### src/rtl/mips_ctrl_pkg.sv
// Shared encodings for the multi-cycle MIPS control FSM, datapath and ALU control.
package mips_ctrl_pkg;

    typedef enum logic [3:0] {
        RST_WAIT = 4'd0,
        FETCH    = 4'd1,
        DECODE   = 4'd2,
        MEMADR   = 4'd3,
        MEMRD    = 4'd4,
        MEMWB    = 4'd5,
        MEMWR    = 4'd6,
        EXEC     = 4'd7,
        ALUWB    = 4'd8,
        BRANCH   = 4'd9,
        ADDIEX   = 4'd10,
        ADDIWB   = 4'd11,
        JUMP     = 4'd12
    } state_t;

    localparam logic [5:0] OP_RTYPE = 6'b000000;
    localparam logic [5:0] OP_LW    = 6'b100011;
    localparam logic [5:0] OP_SW    = 6'b101011;
    localparam logic [5:0] OP_BEQ   = 6'b000100;
    localparam logic [5:0] OP_ADDI  = 6'b001000;
    localparam logic [5:0] OP_J     = 6'b000010;

    localparam logic [1:0] ALUOP_ADD   = 2'b00;
    localparam logic [1:0] ALUOP_SUB   = 2'b01;
    localparam logic [1:0] ALUOP_FUNCT = 2'b10;

    localparam logic [1:0] SRCB_B      = 2'b00;
    localparam logic [1:0] SRCB_FOUR   = 2'b01;
    localparam logic [1:0] SRCB_IMM    = 2'b10;
    localparam logic [1:0] SRCB_IMMSH2 = 2'b11;

    localparam logic [1:0] PCSRC_ALU    = 2'b00;
    localparam logic [1:0] PCSRC_ALUOUT = 2'b01;
    localparam logic [1:0] PCSRC_JUMP   = 2'b10;

    // True in the last cycle of an instruction that completes normally.
    function automatic logic retires(input state_t s, input logic mem_ready);
        case (s)
            MEMWB, ALUWB, BRANCH, ADDIWB, JUMP: retires = 1'b1;
            MEMWR:                              retires = mem_ready;
            default:                            retires = 1'b0;
        endcase
    endfunction

endpackage

### src/rtl/mips_ctrl_outdec.sv
// Combinational state-to-output decoder for the multi-cycle MIPS control FSM.
module mips_ctrl_outdec
    import mips_ctrl_pkg::*;
(
    input  logic [3:0] state_i,
    input  logic       mem_ready_i,
    input  logic       zero_i,
    output logic       pc_en_o,
    output logic       ir_en_o,
    output logic       mdr_en_o,
    output logic       ab_en_o,
    output logic       aluout_en_o,
    output logic       mem_read_o,
    output logic       mem_write_o,
    output logic       iord_o,
    output logic       reg_write_o,
    output logic       regdst_o,
    output logic       memtoreg_o,
    output logic       alusrca_o,
    output logic [1:0] alusrcb_o,
    output logic [1:0] aluop_o,
    output logic [1:0] pcsrc_o
);

    // Decode enables, strobes and mux selects; everything idles at 0 unless a state sets it.
    always_comb begin
        pc_en_o     = 1'b0;
        ir_en_o     = 1'b0;
        mdr_en_o    = 1'b0;
        ab_en_o     = 1'b0;
        aluout_en_o = 1'b0;
        mem_read_o  = 1'b0;
        mem_write_o = 1'b0;
        iord_o      = 1'b0;
        reg_write_o = 1'b0;
        regdst_o    = 1'b0;
        memtoreg_o  = 1'b0;
        alusrca_o   = 1'b0;
        alusrcb_o   = SRCB_B;
        aluop_o     = ALUOP_ADD;
        pcsrc_o     = PCSRC_ALU;
        case (state_i)
            FETCH: begin
                mem_read_o = 1'b1;
                alusrcb_o  = SRCB_FOUR;
                // PC+4 and IR load only on the completing cycle, so the PC steps once per fetch.
                pc_en_o    = mem_ready_i;
                ir_en_o    = mem_ready_i;
            end
            DECODE: begin
                ab_en_o     = 1'b1;
                aluout_en_o = 1'b1;
                alusrcb_o   = SRCB_IMMSH2;
            end
            MEMADR, ADDIEX: begin
                alusrca_o   = 1'b1;
                alusrcb_o   = SRCB_IMM;
                aluout_en_o = 1'b1;
            end
            MEMRD: begin
                mem_read_o = 1'b1;
                iord_o     = 1'b1;
                mdr_en_o   = mem_ready_i;
            end
            MEMWB: begin
                reg_write_o = 1'b1;
                memtoreg_o  = 1'b1;
            end
            MEMWR: begin
                mem_write_o = 1'b1;
                iord_o      = 1'b1;
            end
            EXEC: begin
                alusrca_o   = 1'b1;
                aluop_o     = ALUOP_FUNCT;
                aluout_en_o = 1'b1;
            end
            ALUWB: begin
                reg_write_o = 1'b1;
                regdst_o    = 1'b1;
            end
            BRANCH: begin
                alusrca_o = 1'b1;
                aluop_o   = ALUOP_SUB;
                pcsrc_o   = PCSRC_ALUOUT;
                pc_en_o   = zero_i;
            end
            ADDIWB: begin
                reg_write_o = 1'b1;
            end
            JUMP: begin
                pcsrc_o = PCSRC_JUMP;
                pc_en_o = 1'b1;
            end
            default: ;
        endcase
    end

endmodule

### src/rtl/mips_mc_control.sv
// Main control FSM for the multi-cycle MIPS datapath: state register, next-state
// logic and retired-instruction counter; output decoding lives in mips_ctrl_outdec.
module mips_mc_control
    import mips_ctrl_pkg::*;
#(
    parameter int CNT_W = 32
) (
    input  logic             clk,
    input  logic             rst,
    input  logic [5:0]       opcode,
    input  logic             zero,
    input  logic             mem_ready,
    output logic             pc_en,
    output logic             ir_en,
    output logic             mdr_en,
    output logic             ab_en,
    output logic             aluout_en,
    output logic             mem_read,
    output logic             mem_write,
    output logic             iord,
    output logic             reg_write,
    output logic             regdst,
    output logic             memtoreg,
    output logic             alusrca,
    output logic [1:0]       alusrcb,
    output logic [1:0]       aluop,
    output logic [1:0]       pcsrc,
    output logic             illegal,
    output logic [CNT_W-1:0] retired,
    output logic [3:0]       state
);

    state_t           state_q, state_d;
    logic [CNT_W-1:0] retired_q, retired_d;

    // State and counter registers; reset aborts any in-flight access immediately.
    always_ff @(posedge clk or negedge rst) begin
        if (!rst) begin
            state_q   <= RST_WAIT;
            retired_q <= '0;
        end else begin
            state_q   <= state_d;
            retired_q <= retired_d;
        end
    end

    // Next-state selection, illegal-opcode flag and retire counting.
    always_comb begin
        state_d   = state_q;
        illegal   = 1'b0;
        retired_d = retired_q;
        case (state_q)
            RST_WAIT: state_d = FETCH;
            FETCH:    if (mem_ready) state_d = DECODE;
            DECODE: begin
                case (opcode)
                    OP_LW, OP_SW: state_d = MEMADR;
                    OP_RTYPE:     state_d = EXEC;
                    OP_BEQ:       state_d = BRANCH;
                    OP_ADDI:      state_d = ADDIEX;
                    OP_J:         state_d = JUMP;
                    default: begin
                        state_d = FETCH;
                        illegal = 1'b1;
                    end
                endcase
            end
            MEMADR:   state_d = (opcode == OP_SW) ? MEMWR : MEMRD;
            MEMRD:    if (mem_ready) state_d = MEMWB;
            MEMWR:    if (mem_ready) state_d = FETCH;
            EXEC:     state_d = ALUWB;
            ADDIEX:   state_d = ADDIWB;
            MEMWB, ALUWB, BRANCH, ADDIWB, JUMP: state_d = FETCH;
            default:  state_d = FETCH;
        endcase
        // Counter wraps naturally at 2^CNT_W.
        if (retires(state_q, mem_ready)) retired_d = retired_q + CNT_W'(1);
    end

    assign retired = retired_q;
    assign state   = state_q;

    mips_ctrl_outdec u_outdec (
        .state_i     (state_q),
        .mem_ready_i (mem_ready),
        .zero_i      (zero),
        .pc_en_o     (pc_en),
        .ir_en_o     (ir_en),
        .mdr_en_o    (mdr_en),
        .ab_en_o     (ab_en),
        .aluout_en_o (aluout_en),
        .mem_read_o  (mem_read),
        .mem_write_o (mem_write),
        .iord_o      (iord),
        .reg_write_o (reg_write),
        .regdst_o    (regdst),
        .memtoreg_o  (memtoreg),
        .alusrca_o   (alusrca),
        .alusrcb_o   (alusrcb),
        .aluop_o     (aluop),
        .pcsrc_o     (pcsrc)
    );

endmodule

### config.mk
export PLATFORM = sky130hd
export DESIGN_NAME = mips_mc_control
export DESIGN_NICKNAME = d
export VERILOG_FILES = /design/src/rtl/mips_ctrl_pkg.sv /design/src/rtl/mips_ctrl_outdec.sv /design/src/rtl/mips_mc_control.sv
export SDC_FILE = /design/constraint.sdc
export NUM_CORES = 1
export LEC_CHECK = 0
export BUFFER_PORTS_ARGS = -buffer_cell sky130_fd_sc_hd__buf_2
export CORE_UTILIZATION = 25
export CTS_CLUSTER_DIAMETER = 60
export DETAILED_ROUTE_END_ITERATION = 12
export HOLD_SLACK_MARGIN = 0.02
export PLACE_DENSITY_LB_ADDON = 0.15
export SYNTH_ARGS = -nofsm -noshare
export SYNTH_HDL_FRONTEND = slang
export SYNTH_SLANG_ARGS = --single-unit
### constraint.sdc
create_clock -name clk -period 4.26 [get_ports clk]
set_input_delay 1.065 -clock clk [delete_from_list [all_inputs] [get_ports clk]]
set_output_delay 1.065 -clock clk [all_outputs]
set_load 0.005 [all_outputs]
==> run summary, run 1 <==
The run finished with clean final reports. At the worst endpoint, the arrival time is 2000 ps. The cell type with the highest aggregate area in the netlist is dfrtp_1.

The tree built by TritonCTS fans out to 36 sinks. Detailed placement finished with a half-perimeter wire length of 3700 um. The critical path ends at illegal.

The post-CTS setup buffer count is 0. The routed design has 5240 um of wire. The number of cells on the worst hold path was 1. The worst setup path is captured at a primary output. The post-synthesis cell type count is 47, and the number of antenna-violating nets in the routed design is 0. The number of warnings printed during yosys synthesis was 0. In this run the core area contains 33 standard-cell rows. The largest clock skew in the final design was 4.68 ps.

Walking the worst path, the cells encountered are buf_2 -> nor3_1 -> o21ai_0 -> and3_1 -> buf_2. The tools report the start point of the worst hold path as retired[31]$_DFFE_PN0P_. The number of clock buffers added by TritonCTS is 5. TritonCTS built the clock tree.

The clock passes through at most 2 buffers. The tools report the data required time at the worst endpoint as 3190 ps. Maximum achievable frequency: 0.327 GHz. The initial cell density of the core was 0.261.

The period utilization came out at 0.719. Ranked by instance count, the synthesized netlist is headed by 36 x dfrtp_1, 24 x xor2_1, 20 x nor2_1, 16 x nand2_1, 13 x nor3_1. The count of endpoints failing setup in the final report is 0, and the share of layout cells above drive strength 1 is 0.316. The fraction of the yosys area taken by sequential cells came out at 0.415. The mean instance size in the synthesized netlist works out to 9.59 sq um. In the post-synthesis netlist, the cell with the most instances is dfrtp_1. Counting flops and latches in the post-synthesis netlist gives 36. Initial antenna violation count: 0.

The depth of the worst register-to-register path was 5. The endpoint identified for the worst register-to-register timing path is retired[21]$_DFFE_PN0P_. The final standard cell utilization of the core was 0.320; the total vias in the final route was 1819. In the final timing run, aggregate negative setup slack is 0 ps. The average wire per cell in the routed design is 13.3 um.

The logs give 0 for the total of hold buffers inserted after clock tree synthesis and 8540 um for the global-route wire length before repair. Kind of launch point of the worst setup path: an input pin. By startpoint and endpoint, the worst setup path is classified as in -> out. The core region is 0.00830 sq mm. Synthesis produced a netlist with a net count of 237. The max-slew headroom at the worst pin was 0.442; the area share of the largest cell type after synthesis was 0.415. The critical path startpoint is opcode[0].

The max capacitance violation total is 0, and the top fanout value on the critical path is 4. The floorplan step set the die width to 95.1 um. The clock insertion delay at the later pin of the skew report is 280 ps, and the power density over the cells is 438 mW/mm^2. The floorplan step set the die height to 95.1 um. The total routing usage reported by global routing was 0.121. Sorting the synthesized cells by area gives the leading types as dfrtp_1 42%, xor2_1 9.7%, xnor2_1 4.0%, nor2_1 3.5%, nor3_1 3.0%.

The per-cell via count in the routed design was 4.63. The final number of hold-violating endpoints came out at 0. The weighted congestion reported at the end of routability-driven placement was 0.817. The static leakage power came out at 1.29 nW.

The clock edge transition at the registers on the reported setup and hold paths was 70 ps. The number of port buffers was 64; the number of enable flip-flop cells after synthesis was 0. Setup repair after global routing left no endpoint under its margin. After detailed routing, the number of remaining DRC violations is 0.

The count of final max-slew check failures is 0. The number of I/O pins is 65, and the relative area change from synthesis to final layout is 22.6%. The cell at the root of the clock tree is clkbuf_8. Synthesis handed over a netlist of 226 instances. Total congestion overflow: 0.

Across the VDD grid, the largest voltage drop is 0.000168 V. The slew of the pin with the lowest slew margin is 837 ps. For the post-layout net count, the log shows 298. Before antenna repair, the detailed router went through 4 iterations. The largest net degree at the start of global routing is 37. The worst hold slack came out at 467 ps. Violation count after the first detailed-routing iteration: 21. Across all register-to-register paths, the minimum setup slack is 2020 ps.

The worst path in the final design needs a cycle of 3060 ps, including I/O delays and setup. The highest cell delay on the worst timing path was 350 ps; the total number of H-tree levels was 2. The via count of the first global-routing pass was 1716; the async set-reset flop share out of synthesis was 1.00. The cell repeated most along the worst path was buf_2. The area of the mapped netlist is 0.00217 sq mm. The tools report the beginning of the worst register-to-register path as state[2]$_DFFE_PN0P_. Among all stages on the critical path, the largest delay is contributed by nor3_1.

The number of antenna diodes in the final layout is 0. The flip-flop cell with the highest count after synthesis was dfrtp_1. The tools report the die outline area as 0.00905 sq mm. The min-delay analysis places its worst path in the category reg -> reg. Gates resized during post-CTS repair numbered 0.
==> layout make-up <==
type | instances | area [sq um]
fillers | 901 | 5640
multi-input cells | 168 | 1170
flip-flops and latches | 36 | 901
repair buffers | 64 | 320
well taps | 105 | 131
clock buffers | 6 | 82.6
inverters | 12 | 45.0
clock inverters | 2 | 10.0
==> kinds of logic (layout without fill, tap and decap cells) <==
| family | after synthesis | in the layout | synth area share |
|---|---|---|---|
| xor gates and xnor gates | 34 | 34 | 0.137 |
| AOI/OAI and AO/OA | 31 | 31 | 0.106 |
| muxes | 2 | 2 | 0.00981 |
| DFF | 36 | 36 | 0.415 |
| adders and majority gates | 1 | 1 | 0.00577 |
| and+or+nand+nor | 100 | 100 | 0.279 |
| buffers and inverters | 22 | 84 | 0.0462 |
==> registers in the layout, summed over array words and instances (netlist names) <==
signal   flops
retired     32
state        4
==> layout by cell type (no fill, tap or decap), types with 4 or more instances in the layout <==
cell,instances
a21oi_1,7
nand2b_1,6
nor4_2,4
xnor2_1,10
nor4_1,8
clkbuf_8,6
xor2_1,24
dfrtp_1,36
nor3_1,13
nand2_1,16
buf_2,64
and3_1,6
o21ai_0,7
nor2_1,20
inv_1,12
nand3_1,8
==> report_power, final <==
group / internal [mW] / switching [mW] / leakage [nW]
logic: 0.187 / 0.209 / 0.795
clock network: 0.129 / 0.126 / 0.0510
registers: 0.387 / 0.125 / 0.448
==> worst min-delay path by stage <==
stage | slack [ps] | end
2_1_floorplan | 460 | retired[31]$_DFFE_PN0P_
3_3_place_gp | 460 | retired[31]$_DFFE_PN0P_
3_5_place_dp | 460 | retired[31]$_DFFE_PN0P_
4_1_cts | 470 | retired[31]$_DFFE_PN0P_
5_1_grt | 490 | retired[31]$_DFFE_PN0P_
6_report | 470 | retired[31]$_DFFE_PN0P_
==> routing by layer <==
metal  vias to the layer above  wire (um)  global-route usage  part of all wire
met5                         -          0                   0                 0
met4                         0         33              0.0265            0.0063
met3                         5        282              0.0295             0.054
met2                        41       2440               0.201              0.47
met1                       865       2480               0.159              0.47
li1                        908          -                   -                 -
==> critical path, delay by kind of cell <==
kind | cells | cell delay, ps
buffers and inverters | 2 | 230
AND/OR/NAND/NOR | 2 | 550
AO/OA/AOI/OAI | 1 | 150
==> through the flow <==
step	instance area, sq um	instances	setup slack (ps)	total power [mW]
floorplan	2170	226	1450	0.759
CTS	2660	393	1200	1.19
global route	2660	393	1080	1.26
global placement	2560	385	1220	0.926
finish	2660	393	1200	1.16
detailed placement	2560	385	1200	0.924
Power figures use the tool's default switching activity.
==> inputs of run 2 (changes only) <==
==> constraint.sdc (replaced) <==
create_clock -name clk -period 3.1 [get_ports clk]
set_input_delay 0.775 -clock clk [delete_from_list [all_inputs] [get_ports clk]]
set_output_delay 0.775 -clock clk [all_outputs]
set_load 0.005 [all_outputs]
==> run 2 against run 1 <==
Sequential power grew 38%. Sequential share of layout area fell by 0.064 points. Count of clock-buffer cells in the layout increased by 2. Global-route usage fell by 0.18 points. Clock skew is 2.1 ps higher. Critical path type is now reg -> out. Highest routed layer unchanged.
==> run summary, run 2 (synthesis gave the netlist of run 1 again) <==
The tools report the initial antenna violation count as 0 (unchanged). The clock sink count is 36 (unchanged). The total of hold buffers inserted after clock tree synthesis is 0 (unchanged). For the count of endpoints failing setup in the final report, the log shows 0 (unchanged). The slew of the pin with the lowest slew margin was 833 ps (-3.89 ps); the shortest clock period the worst path allows after layout was 2600 ps. The min-delay analysis places its worst path in the category reg -> reg.

The via count of the first global-routing pass came out at 1774 (+3.4%). The post-CTS setup buffer count came out at 0 (unchanged). The violation count after the first detailed-routing iteration came out at 41 (+95%). The worst setup path is of the reg -> out kind. Footprint of the multi-input gates: 0.00117 sq mm (unchanged). The tools report the max capacitance violation total as 0 (unchanged). The weighted congestion reported at the end of routability-driven placement was 0.772 (-5.5%). The worst setup path is launched from a flip-flop. The total congestion overflow was 0 (unchanged); the number of antenna-violating nets in the routed design was 0 (unchanged). The run gives 0.00905 sq mm (unchanged) as the die outline area.

The largest net degree at the start of global routing came out at 37 (unchanged). The layout filler cell count was 879 (-2.4%). Data required time at the worst endpoint: 2320 ps (-870 ps). The number of flip-flops under the largest register name was 32 (unchanged); the static leakage power was 1.29 nW (-0.10%). The run gives 0 (unchanged) as the antenna diode count.

The total vias in the final route came out at 1822 (+0.16%). The final number of hold-violating endpoints is 0 (unchanged). In the layout the commonest cells are 64 x buf_2, 36 x dfrtp_1, 24 x xor2_1. Setup repair after global routing left no endpoint under its margin. The number of port buffers was 64 (unchanged). The worst setup path is captured at a primary output. The period utilization is 0.837, and the standard-cell row count is 33 (unchanged). The tools report the aggregate negative setup slack as 0 ps (unchanged). The run gives 0.385 GHz as the maximum achievable frequency. The relative area change from synthesis to final layout works out to 22.8%. The number of detailed-route iterations in the first pass came out at 4 (unchanged). The tree is rooted in a clkbuf_8. For the number of I/O pins, the log shows 65 (unchanged). The largest clock skew in the final design is 6.78 ps (+2.09 ps), and the arrival time of the worst setup path is 1820 ps (-180 ps).

The average wire per cell in the routed design works out to 13.3 um (-0.29%). The library cell used most frequently in the layout, excluding fill and tap cells, is buf_2. The flow ran to the end, and the final reports show no timing, DRC or antenna violations. The tools report the instance area at placement as 0.00257 sq mm (+0.29%). The initial cell density of the core was 0.261 (unchanged); the clock insertion delay at the later pin of the skew report was 280 ps (about the same). The quantity of gates resized following cts is 0 (unchanged). The routed wire length was 5240 um (about the same). The tools report the maximum clock insertion buffer count as 2 (unchanged).

The detailed placer's ending HPWL is 3680 um (-0.44%). The run gives 0.321 (+0.000603) as the final standard cell utilization of the core. The run gives 8500 um (-0.41%) as the global-route wire length before repair. Max-slew headroom at the worst pin: 0.445 (+0.00259).

The logs give 0.00266 sq mm (+0.19%) for the area of all placed cells without fillers and 0.00830 sq mm (unchanged) for the core box area. The top fanout value on the critical path came out at 19 (+15). The count of final max-slew check failures was 0 (unchanged); the per-cell via count in the routed design was 4.62 (about the same). The total number of H-tree levels was 2 (unchanged); the share of layout cells above drive strength 1 was 0.311 (-0.00455).

The total power of the final layout came out at 1.60 mW (+37%). The horizontal die dimension is 95.1 um (unchanged), and the height of the die is 95.1 um (unchanged). The power density over the cells came out at 600 mW/mm^2 (+37%). The total area of sequential cells was 901 sq um (unchanged); the number of buffers added by the clock tree synthesis step was 5 (unchanged). The total routing usage reported by global routing is 0.119 (-0.00177), and the worst-case vdd ir drop is 0.000174 V (+3.2%). The DRC violation count after routing was 0 (unchanged). The run gives 299 (+0.34%) as the post-layout net count. TritonCTS built the clock tree. The clock edge transition at the registers on the reported setup and hold paths was 70 ps (about the same); the worst hold slack was 472 ps (+4.95 ps).
run 2: critical path, cell delays in order, from the launching register on:
cell      delay (ps)
dfrtp_1          740
nand2b_1         290
nor3_1           220
and3_1           180
buf_2            100
run 2: power by group:
part	internal [mW]	switching, mW	leakage, nW
sequential	0.531	0.176	0.448
clock	0.181	0.164	0.0455
combinational	0.257	0.289	0.799
total	0.969	0.629	1.29
run 2: per-layer routing:
layer | GRT usage | wire, um | share of wire
met2 | 0.199 | 2440 | 0.47
met1 | 0.155 | 2460 | 0.47
met3 | 0.0287 | 309 | 0.059
met5 | 0 | 0 | 0
met4 | 0.0265 | 26 | 0.0050
run 2: path summary, 6_finish.rpt:
path	startpoint	end	slack (ps)	depth (start not counted)
max in group asynchronous	rst	retired[8]$_DFFE_PN0P_	1990	1
min in group asynchronous	rst	retired[26]$_DFFE_PN0P_	590	1
setup reg to reg	state[2]$_DFFE_PN0P_	retired[21]$_DFFE_PN0P_	790	5
hold / removal	retired[31]$_DFFE_PN0P_	retired[31]$_DFFE_PN0P_	470	1
setup / recovery	state[1]$_DFFE_PN0P_	illegal	500	4
hold reg to reg	retired[31]$_DFFE_PN0P_	retired[31]$_DFFE_PN0P_	470	1
run 2: cell type report:
class / count / share of cell area
inverter: 12 / 0.0169
tap: 105 / 0.0493
clock buffer: 8 / 0.0338
sequential: 36 / 0.338
multi-input combinational: 168 / 0.438
timing repair buffer: 65 / 0.123
run 2: metrics by stage:
stage	setup WS [ps]	cells
2_1_floorplan	870	226
3_3_place_gp	651	386
4_1_cts	495	394
6_report	505	394
3_5_place_dp	635	386
5_1_grt	343	394
==> inputs of run 3 (changes only) <==
==> constraint.sdc (replaced) <==
create_clock -name clk -period 2.3 [get_ports clk]
set_input_delay 0.575 -clock clk [delete_from_list [all_inputs] [get_ports clk]]
set_output_delay 0.575 -clock clk [all_outputs]
set_load 0.005 [all_outputs]
==> run 3 against run 2 <==
Register-to-register slack lost 480 ps. Clock skew is 2.6 ps higher. Sequential power up 25%. Utilization grew 0.68 points. Largest cell class unchanged. Largest power group unchanged. Highest routed layer unchanged.
==> run summary, run 3 (synthesis gave the netlist of run 1 again) <==
The number of flip-flops under the largest register name is 32 (unchanged). The run gives 17 (-54%) as the largest net degree at the start of global routing. The start-to-end type of the worst setup path was reg -> out.

The top fanout value on the critical path works out to 16 (-3). The initial cell density of the core is 0.261 (unchanged), and the arrival time of the worst setup path is 1570 ps (-250 ps). The count of endpoints failing setup in the final report was 0 (unchanged); the aggregate negative setup slack was 0 ps (unchanged). The share of layout cells above drive strength 1 was 0.338 (+0.0264); the instance area at placement was 0.00263 sq mm (+2.0%).

The power density over the cells was 813 mW/mm^2 (+35%). Leading cell type in the layout, fill and taps excluded: buf_2. The run gives 393 (+1.8%) as the count of placed standard cells including taps. The run gives 0 (unchanged) as the number of antenna-violating nets in the routed design. Register-to-register setup slack: 310 ps (-480 ps).

The tools report the largest clock skew in the final design as 9.41 ps (+2.63 ps). The reg-to-reg critical path endpoint was retired[22]$_DFFE_PN0P_. TritonCTS built the clock tree.

The run gives 0.401 (-0.041) as the relative contribution of sequential cells to total power. The final number of hold-violating endpoints was 0 (unchanged); the global-route wire length before repair was 8500 um (unchanged). The run gives 0 (unchanged) as the antenna diode count. The root buffer cell chosen for the clock tree is clkbuf_8. The clock edge transition at the registers on the reported setup and hold paths was 70 ps (about the same); the net load switching power was 865 uW (+38%).

The total number of H-tree levels is 2 (unchanged), and the die outline area is 0.00905 sq mm (unchanged). The internal power of the cells was 1.35 mW (+39%). The per-cell via count in the routed design was 4.55 (-1.5%); the area of all placed cells without fillers was 0.00272 sq mm (+2.1%).

The proportion of total power due to net switching is 0.391 (-0.00228), and the clock insertion delay at the later pin of the skew report is 290 ps (about the same). The routed design could run at a clock period as short as 2150 ps. The worst setup path is launched from a flip-flop. The logs give 0 (unchanged) for the post-CTS setup buffer count and 0 (unchanged) for the total congestion overflow. The logs give 1730 ps (-590 ps) for the data required time at the worst endpoint and 5 (unchanged) for the number of buffers added by the clock tree synthesis step. Static leakage power: 1.33 nW (+3.1%).

The tools report the detailed placer's ending HPWL as 3900 um (+5.9%). In the layout the commonest cells are 64 x buf_2, 35 x dfrtp_1, 24 x xor2_1. Setup repair after global routing left no endpoint under its margin. The height of the die is 95.1 um (unchanged). The number of detailed-route iterations in the first pass is 4 (unchanged). The worst-case vdd ir drop was 0.000240 V (+38%); the count of final max-slew check failures was 0 (unchanged).

The violation count after the first detailed-routing iteration came out at 54 (+32%). The tightest min-delay check is of the in -> async type. The total vias in the final route was 1826 (+0.22%); the number of port buffers was 64 (unchanged).

Layout filler cell count: 876 (-0.34%). The tools report the standard-cell row count as 33 (unchanged). The worst register-to-register path begins at state[2]$_DFFE_PN0P_. The run gives 65 (unchanged) as the number of I/O pins. The tools report the number of non-filler instances in the completed layout as 401 (+1.8%). Horizontal die dimension: 95.1 um (unchanged). The maximum clock insertion buffer count is 2 (unchanged). The slew of the pin with the lowest slew margin is 780 ps (-53.2 ps), and the max capacitance violation total is 0 (unchanged).

The depth of the worst register-to-register path is 5 (unchanged), and the average wire per cell in the routed design is 13.0 um (-1.9%). The DRC violation count after routing came out at 0 (unchanged). The initial antenna violation count was 0 (unchanged).

For the worst hold slack, the log shows 162 ps (-310 ps). The weighted congestion reported at the end of routability-driven placement was 0.749 (-2.9%). The period utilization came out at 0.934. The relative area change from synthesis to final layout is 25.4%. The fraction of power consumed by combinational cells came out at 0.385 (+0.044).

For the via count of the first global-routing pass, the log shows 1697 (-4.3%). Post-layout net count: 306 (+2.3%). Routed wire length: 5230 um (-0.13%). STA classifies the critical path endpoint as a primary output. The max-slew headroom at the worst pin is 0.475 (+0.0300). The flow ran to the end, and the final reports show no timing, DRC or antenna violations. The maximum achievable frequency is 0.465 GHz. The clock sink count was 36 (unchanged); the core box area was 0.00830 sq mm (unchanged).

The total routing usage reported by global routing came out at 0.121 (+0.00217). The run gives 0.214 (-0.002) as the share of power burned in the clock network.
-- run 3: changes by cell type in the layout (fill, tap and decap cells not counted) --
cell / change
buf_4: +7
clkbuf_1: -2
clkinv_2: +2
dfrtp_1: -1
dfrtp_2: +1
-- run 3: power groups by stage --
stage / combinational (mW) / clock (mW) / sequential [mW]
6_report: 0.850 / 0.474 / 0.887
2_1_floorplan: 0.567 / 0 / 0.838
4_1_cts: 0.865 / 0.490 / 0.891
3_5_place_dp: 0.860 / 0 / 0.902
5_1_grt: 0.962 / 0.515 / 0.909
3_3_place_gp: 0.861 / 0 / 0.900
-- run 3: worst max-delay path, stage by stage (launching register included) --
cell	delay [ps]
dfrtp_1	420
buf_4	210
nand2b_1	180
nor2_1	70
a211o_1	280
buf_2	120
-- run 3: through the flow --
step	setup WS, ps	util	total power, mW
after floorplan	451	-	1.40
after global placement	208	0.316	1.76
after detailed placement	175	0.316	1.76
after CTS	69.6	0.327	2.25
after global routing	29.0	0.328	2.39
final	151	0.328	2.21
-- run 3: cell type report --
cell class,count,area [sq um],share of cell area
Multi-Input combinational cell,168,1170,0.429
Sequential cell,36,902,0.332
Timing Repair Buffer,72,380,0.140
Tap cell,105,131,0.0483
Clock buffer,6,82.6,0.0304
Inverter,12,45.0,0.0166
Clock inverter,2,10.0,0.00368
-- run 3: worst max-delay path by stage --
| stage | from | end | slack (ps) |
|---|---|---|---|
| after detailed placement | mem_ready | retired[23]$_DFFE_PN0P_ | 170 |
| after global routing | state[1]$_DFFE_PN0P_ | pc_en | 30 |
| after global placement | mem_ready | retired[29]$_DFFE_PN0P_ | 210 |
| after CTS | state[1]$_DFFE_PN0P_ | illegal | 70 |
| final | state[3]$_DFFE_PN0P_ | pc_en | 150 |
| after floorplan | state[2]$_DFFE_PN0P_ | pc_en | 450 |
-- run 3: routing by layer --
metal | vias up | share of wire | global-route usage
li1 | 921 | - | -
met1 | 852 | 0.50 | 0.175
met2 | 47 | 0.44 | 0.183
met3 | 6 | 0.048 | 0.0247
met4 | 0 | 0.0096 | 0.0341
met5 | - | 0 | 0
-- run 3: what timing repair did --
item | 4_1_cts | 5_1_grt
setup endpoints to repair | 0 | 2
hold buffers | 0 | 0
resized for setup | 0 | 1
